$ cat config.mk
export PLATFORM = sky130hd
export DESIGN_NAME = memory_arbiter_flat
export DESIGN_NICKNAME = d
export VERILOG_FILES = /design/src/rtl/memory_arbiter_if.sv /design/src/rtl/memory_arbiter.sv /design/src/flat_wrapper.sv
export SDC_FILE = /design/constraint.sdc
export NUM_CORES = 1
export LEC_CHECK = 0
export CAP_MARGIN = 30
export CELL_PAD_IN_SITES_DETAIL_PLACEMENT = 1
export CELL_PAD_IN_SITES_GLOBAL_PLACEMENT = 1
export CORE_ASPECT_RATIO = 1.4
export CORE_UTILIZATION = 12
export DETAILED_ROUTE_END_ITERATION = 12
export PLACE_DENSITY_LB_ADDON = 0.1
export SETUP_SLACK_MARGIN = 0.4
export SYNTH_ARGS = -nofsm -noshare
export SYNTH_HDL_FRONTEND = slang
export SYNTH_SLANG_ARGS = --single-unit
$ cat constraint.sdc
create_clock -name CLK -period 2.1 [get_ports CLK]
set_input_delay 0.42 -clock CLK [delete_from_list [all_inputs] [get_ports CLK]]
set_output_delay 0.42 -clock CLK [all_outputs]
set_load 0.005 [all_outputs]
$ cat src/rtl/memory_arbiter_if.sv
// Bus bundle between the fetch/data requesters, the arbiter and the RAM model.
interface memory_arbiter_if #(
    parameter int unsigned ADDR_W = 32,
    parameter int unsigned DATA_W = 32
);
    // instruction side
    logic              iREN;
    logic [ADDR_W-1:0] iaddr;
    logic              ihit;
    logic [DATA_W-1:0] iload;
    // data side
    logic              dREN;
    logic              dWEN;
    logic [ADDR_W-1:0] daddr;
    logic [DATA_W-1:0] dstore;
    logic              dhit;
    logic [DATA_W-1:0] dload;
    // RAM side
    logic              ramREN;
    logic              ramWEN;
    logic [ADDR_W-1:0] ramaddr;
    logic [DATA_W-1:0] ramstore;
    logic [DATA_W-1:0] ramload;
    logic              ramready;

    // Arbiter view.
    modport slave (
        input  iREN, iaddr, dREN, dWEN, daddr, dstore, ramload, ramready,
        output ihit, iload, dhit, dload, ramREN, ramWEN, ramaddr, ramstore
    );

    // Requester/RAM environment view.
    modport master (
        output iREN, iaddr, dREN, dWEN, daddr, dstore, ramload, ramready,
        input  ihit, iload, dhit, dload, ramREN, ramWEN, ramaddr, ramstore
    );
endinterface

$ cat src/rtl/memory_arbiter.sv
// Single-port RAM arbiter: data side has priority, a streak counter bounds
// how long a pending fetch can be starved by back-to-back data grants.
module memory_arbiter #(
    parameter int unsigned ADDR_W      = 32,
    parameter int unsigned DATA_W      = 32,
    parameter int unsigned MAX_DSTREAK = 4
) (
    input logic              CLK,
    input logic              RST,
    memory_arbiter_if.slave  bus
);
    localparam int unsigned SW = $clog2(MAX_DSTREAK + 1);
    localparam logic [SW-1:0] MAX_S = SW'(MAX_DSTREAK);

    typedef enum logic [1:0] {StIdle, StIacc, StDacc} state_e;

    state_e        state_q, state_d;
    logic [SW-1:0] dstreak_q, dstreak_d;
    logic          dreq;

    assign dreq = bus.dREN | bus.dWEN;

    // State and streak registers with synchronous reset.
    always_ff @(posedge CLK) begin
        if (RST) begin
            state_q   <= StIdle;
            dstreak_q <= '0;
        end else begin
            state_q   <= state_d;
            dstreak_q <= dstreak_d;
        end
    end

    // Grant decision and access termination.
    always_comb begin
        state_d   = state_q;
        dstreak_d = dstreak_q;
        unique case (state_q)
            StIdle: begin
                // Data wins unless a waiting fetch has already been passed over MAX times.
                if (dreq && !(bus.iREN && dstreak_q == MAX_S)) begin
                    state_d = StDacc;
                    if (bus.iREN) begin
                        dstreak_d = (dstreak_q == MAX_S) ? MAX_S : dstreak_q + SW'(1);
                    end else begin
                        dstreak_d = '0;
                    end
                end else if (bus.iREN) begin
                    state_d   = StIacc;
                    dstreak_d = '0;
                end
            end
            StIacc: begin
                if (!bus.iREN || bus.ramready) state_d = StIdle;
            end
            StDacc: begin
                if (!dreq || bus.ramready) state_d = StIdle;
            end
            default: state_d = StIdle;
        endcase
    end

    // RAM strobes from state; hits and return data qualified by ramready.
    always_comb begin
        bus.ramREN   = 1'b0;
        bus.ramWEN   = 1'b0;
        bus.ramaddr  = {ADDR_W{1'b0}};
        bus.ramstore = {DATA_W{1'b0}};
        bus.ihit     = 1'b0;
        bus.iload    = {DATA_W{1'b0}};
        bus.dhit     = 1'b0;
        bus.dload    = {DATA_W{1'b0}};
        unique case (state_q)
            StIacc: begin
                bus.ramREN  = 1'b1;
                bus.ramaddr = bus.iaddr;
                bus.ihit    = bus.ramready;
                if (bus.ramready) bus.iload = bus.ramload;
            end
            StDacc: begin
                bus.ramaddr = bus.daddr;
                bus.dhit    = bus.ramready;
                // Write takes precedence when both read and write are requested.
                if (bus.dWEN) begin
                    bus.ramWEN   = 1'b1;
                    bus.ramstore = bus.dstore;
                end else begin
                    bus.ramREN = 1'b1;
                    if (bus.ramready) bus.dload = bus.ramload;
                end
            end
            default: ;
        endcase
    end
endmodule

$ cat src/flat_wrapper.sv
// flat-port wrapper written by rule: the top's interface ports become plain ports
module memory_arbiter_flat 
#(
    parameter int unsigned ADDR_W      = 32,
    parameter int unsigned DATA_W      = 32,
    parameter int unsigned MAX_DSTREAK = 4
)
  (CLK, RST, bus_iREN, bus_iaddr, bus_dREN, bus_dWEN, bus_daddr, bus_dstore, bus_ramload, bus_ramready, bus_ihit, bus_iload, bus_dhit, bus_dload, bus_ramREN, bus_ramWEN, bus_ramaddr, bus_ramstore);
  memory_arbiter_if #(.ADDR_W(ADDR_W), .DATA_W(DATA_W)) bus_i ();
  input logic CLK;
  input logic RST;
  input wire logic [$bits(bus_i.iREN)-1:0] bus_iREN;
  input wire logic [$bits(bus_i.iaddr)-1:0] bus_iaddr;
  input wire logic [$bits(bus_i.dREN)-1:0] bus_dREN;
  input wire logic [$bits(bus_i.dWEN)-1:0] bus_dWEN;
  input wire logic [$bits(bus_i.daddr)-1:0] bus_daddr;
  input wire logic [$bits(bus_i.dstore)-1:0] bus_dstore;
  input wire logic [$bits(bus_i.ramload)-1:0] bus_ramload;
  input wire logic [$bits(bus_i.ramready)-1:0] bus_ramready;
  output wire logic [$bits(bus_i.ihit)-1:0] bus_ihit;
  output wire logic [$bits(bus_i.iload)-1:0] bus_iload;
  output wire logic [$bits(bus_i.dhit)-1:0] bus_dhit;
  output wire logic [$bits(bus_i.dload)-1:0] bus_dload;
  output wire logic [$bits(bus_i.ramREN)-1:0] bus_ramREN;
  output wire logic [$bits(bus_i.ramWEN)-1:0] bus_ramWEN;
  output wire logic [$bits(bus_i.ramaddr)-1:0] bus_ramaddr;
  output wire logic [$bits(bus_i.ramstore)-1:0] bus_ramstore;
  assign bus_i.iREN = bus_iREN;
  assign bus_i.iaddr = bus_iaddr;
  assign bus_i.dREN = bus_dREN;
  assign bus_i.dWEN = bus_dWEN;
  assign bus_i.daddr = bus_daddr;
  assign bus_i.dstore = bus_dstore;
  assign bus_i.ramload = bus_ramload;
  assign bus_i.ramready = bus_ramready;
  assign bus_ihit = bus_i.ihit;
  assign bus_iload = bus_i.iload;
  assign bus_dhit = bus_i.dhit;
  assign bus_dload = bus_i.dload;
  assign bus_ramREN = bus_i.ramREN;
  assign bus_ramWEN = bus_i.ramWEN;
  assign bus_ramaddr = bus_i.ramaddr;
  assign bus_ramstore = bus_i.ramstore;
  memory_arbiter #(.ADDR_W(ADDR_W), .DATA_W(DATA_W), .MAX_DSTREAK(MAX_DSTREAK)) u_core (.CLK(CLK), .RST(RST), .bus(bus_i));
endmodule
==> qor.yml <==
htree_num_levels: 1
worst_clock_skew_ps: 0.259
cts_buffers: 3
synthArstFlopShare: 0
worstReg2RegStart: "u_core.state_q[0]"
netlist.area_leader.share: 0.248
coreArea_sq_um: 12400
grt_pass1_vias: 3396
diodes: 0
drtPass1Iterations: 9
max_freq_mhz: 482
gr-total-overflow: 0
endpoint: "bus_dload[31]"
powerDensity_nw_per_um2: 310
min_from: "u_core.dstreak_q[0]"
ys_top_cells_by_area: "and3_1 (25%), a22oi_1 (16%), and2_1 (14%)"
dp_hpwl_mm: 9.02
yosysWarnings: 0
period_share: 0.989
gp_congestion: 0.748
pin_count: 266
cts_hold_buf: 0
synth_nets: 370
hold_viol_final: 0
drc: 42
placementRows: 48
arrival_ps: 1660
clk_latency_ps: 230
setup_viol: 0
fin_area_sq_um: 6590
io_buffers: 265
synth_area_per_cell_sq_um: 6.65
cp_max_fo: 8
maxCapViolCount: 0
ys_ff_latch: 5
crit_path_end_kind: "primary output"
ir_drop_mv: 0.222
netlist_area_sq_um: 1540
synth_cells: 231
rr_worst_depth: 8
hold_class: "reg -> reg"
cts.sinks: 5
cp_data_required_time_ps: 1680
grt_usage: 0.191
violations: "DRC"
antenna_found_initial: 0
cp-start-kind: "flip-flop"
slew_viol_final: 0
clk_pin_slew_worst_paths_ps: 30
final_layout_size_suffix_gt1_frac: 0.692
tns_ps: 0
status: "finished, violations left"
dp_slack_ps: -447
vias: 3238
ys_seq_area_frac: 0.0651
routedWlPerCell_microns: 19.3
r2r_setup_slack_ps: 260
reg2reg_to: "u_core.state_q[0]"
synthFlopType: "dfxtp_1"
grt_max_degree: 40
synth.most_common_cell: "and3_1"
layout.nets: 709
cp_cell_sequence: "inv_4 -> ha_4 -> and2_4 -> and2b_4 -> buf_12 -> buf_12 -> and2_4 -> buf_6"
avgViaCountPerCell: 4.50
crit_type: "reg -> out"
leakage_nw: 2.78
wl_mm: 13.9
cts_tree: "yes"
crit_start: "u_core.state_q[0]"
yosys-top-cells-count: "and3_1 (61), and2_1 (34), nor2b_1 (33)"
cts_root_buffer: "clkbuf_16"
start_util: 0.124
clock_path_buffers: 2
tightest_slew_ps: 537
cpPeakStageDelay_ps: 350
drt_iter0_drc: 74
syn_to_final_growth_pct: 329
cp_num_cells: 8
synth-edff-count: 0
die-area_sq_um: 13300
die_w_microns: 97.6
grt_pass1_wl_mm: 19.7
ant_nets: 0
yosysTopAreaCell: "and3_1"
die_y_microns: 136
placed_cell_area_sq_um: 4540
critical-path-top-delay-family: "simple AND/OR/NAND/NOR gates"
synth_cell_type_count: 32
critPathBufInv: 4
slew_headroom: 0.637
slowest_stage: "dfxtp_4"
rsz0062_at_grt: "yes"
finalCriticalPeriod_ps: 2080
worst_slack_ps: 23.4
-- cell families after synthesis --
| group | synth area share |
|---|---|
| DFF | 0.0651 |
| AOI/OAI and AO/OA | 0.222 |
| adders and majority gates | 0.0407 |
| and+or+nand+nor | 0.594 |
| buffers and inverters | 0.0790 |
-- through the flow --
| step | instances | util | hold slack, ps | power [W] |
|---|---|---|---|---|
| 2_1_floorplan | 231 | - | 443 | 0.000384 |
| 3_3_place_gp | 643 | 0.365 | 467 | 0.000977 |
| 3_5_place_dp | 643 | 0.365 | 484 | 0.000984 |
| 4_1_cts | 702 | 0.473 | 499 | 0.00186 |
| 5_1_grt | 719 | 0.530 | 513 | 0.00214 |
| 6_report | 719 | 0.530 | 490 | 0.00205 |
-- routing by layer --
layer | track usage | share of wire | vias to the layer above
met4 | 0.0421 | 0.019 | 0
met5 | 0 | 0 | -
met1 | 0.188 | 0.32 | 1527
li1 | - | - | 1518
met2 | 0.406 | 0.59 | 175
met3 | 0.0319 | 0.069 | 18
-- worst min-delay path: cells and delay by family, from the launching register on --
kind | cells | cell delay (ps)
AND/OR/NAND/NOR | 1 | 60
flip-flops | 1 | 320
AO/OA/AOI/OAI | 1 | 50
-- report_power, final --
group | switching [W] | leakage, nW | total (W) | internal (W)
Clock | 0.0000621 | 0.0382 | 0.000314 | 0.000252
Combinational | 0.000536 | 2.70 | 0.00162 | 0.00109
Sequential | 0.00000706 | 0.0419 | 0.000109 | 0.000102
Total | 0.000606 | 2.78 | 0.00205 | 0.00144
-- sequential cells by signal (all words and copies together) (netlist names) --
| name | flops |
|---|---|
| u_core.dstreak_q | 3 |
| u_core.state_q | 2 |
-- cells in the final DEF, fill, tap and decap left out, drive strengths merged, types with 2 or more instances in the layout --
| cell | count |
|---|---|
| a21oi | 2 |
| a22oi | 32 |
| a31oi | 2 |
| and2 | 35 |
| and2b | 2 |
| and3 | 64 |
| buf | 225 |
| clkbuf | 7 |
| clkdlybuf4s50 | 131 |
| dfxtp | 5 |
| dlygate4sd2 | 2 |
| ha | 5 |
| inv | 4 |
| nand2 | 2 |
| nor2 | 2 |
| nor2b | 33 |
| o32ai | 2 |
-- layout make-up --
cell class,count,area (sq um)
fillers,1330,5840
well taps,150,188
inverters,4,17.5
multi-input cells,195,2070
flip-flops and latches,5,105
repair buffers,361,4130
clock buffers,4,78.8
-- worst min path at each step --
stage                          endpoint  slack [ps]  cells after the start
floorplan           u_core.dstreak_q[0]         440                      2
global placement    u_core.dstreak_q[0]         470                      2
detailed placement  u_core.dstreak_q[0]         480                      2
CTS                 u_core.dstreak_q[0]         500                      2
global route        u_core.dstreak_q[0]         510                      2
finish              u_core.dstreak_q[0]         490                      2
-- timing repair --
item / CTS / global route
setup buffers: 37 / 16
cloned: 18 / 1
endpoints found under the setup margin: 134 / 133
gates resized for setup: 725 / 139
pin swaps: 30 / 30
Note: power is estimated with default switching activity, not from simulation.
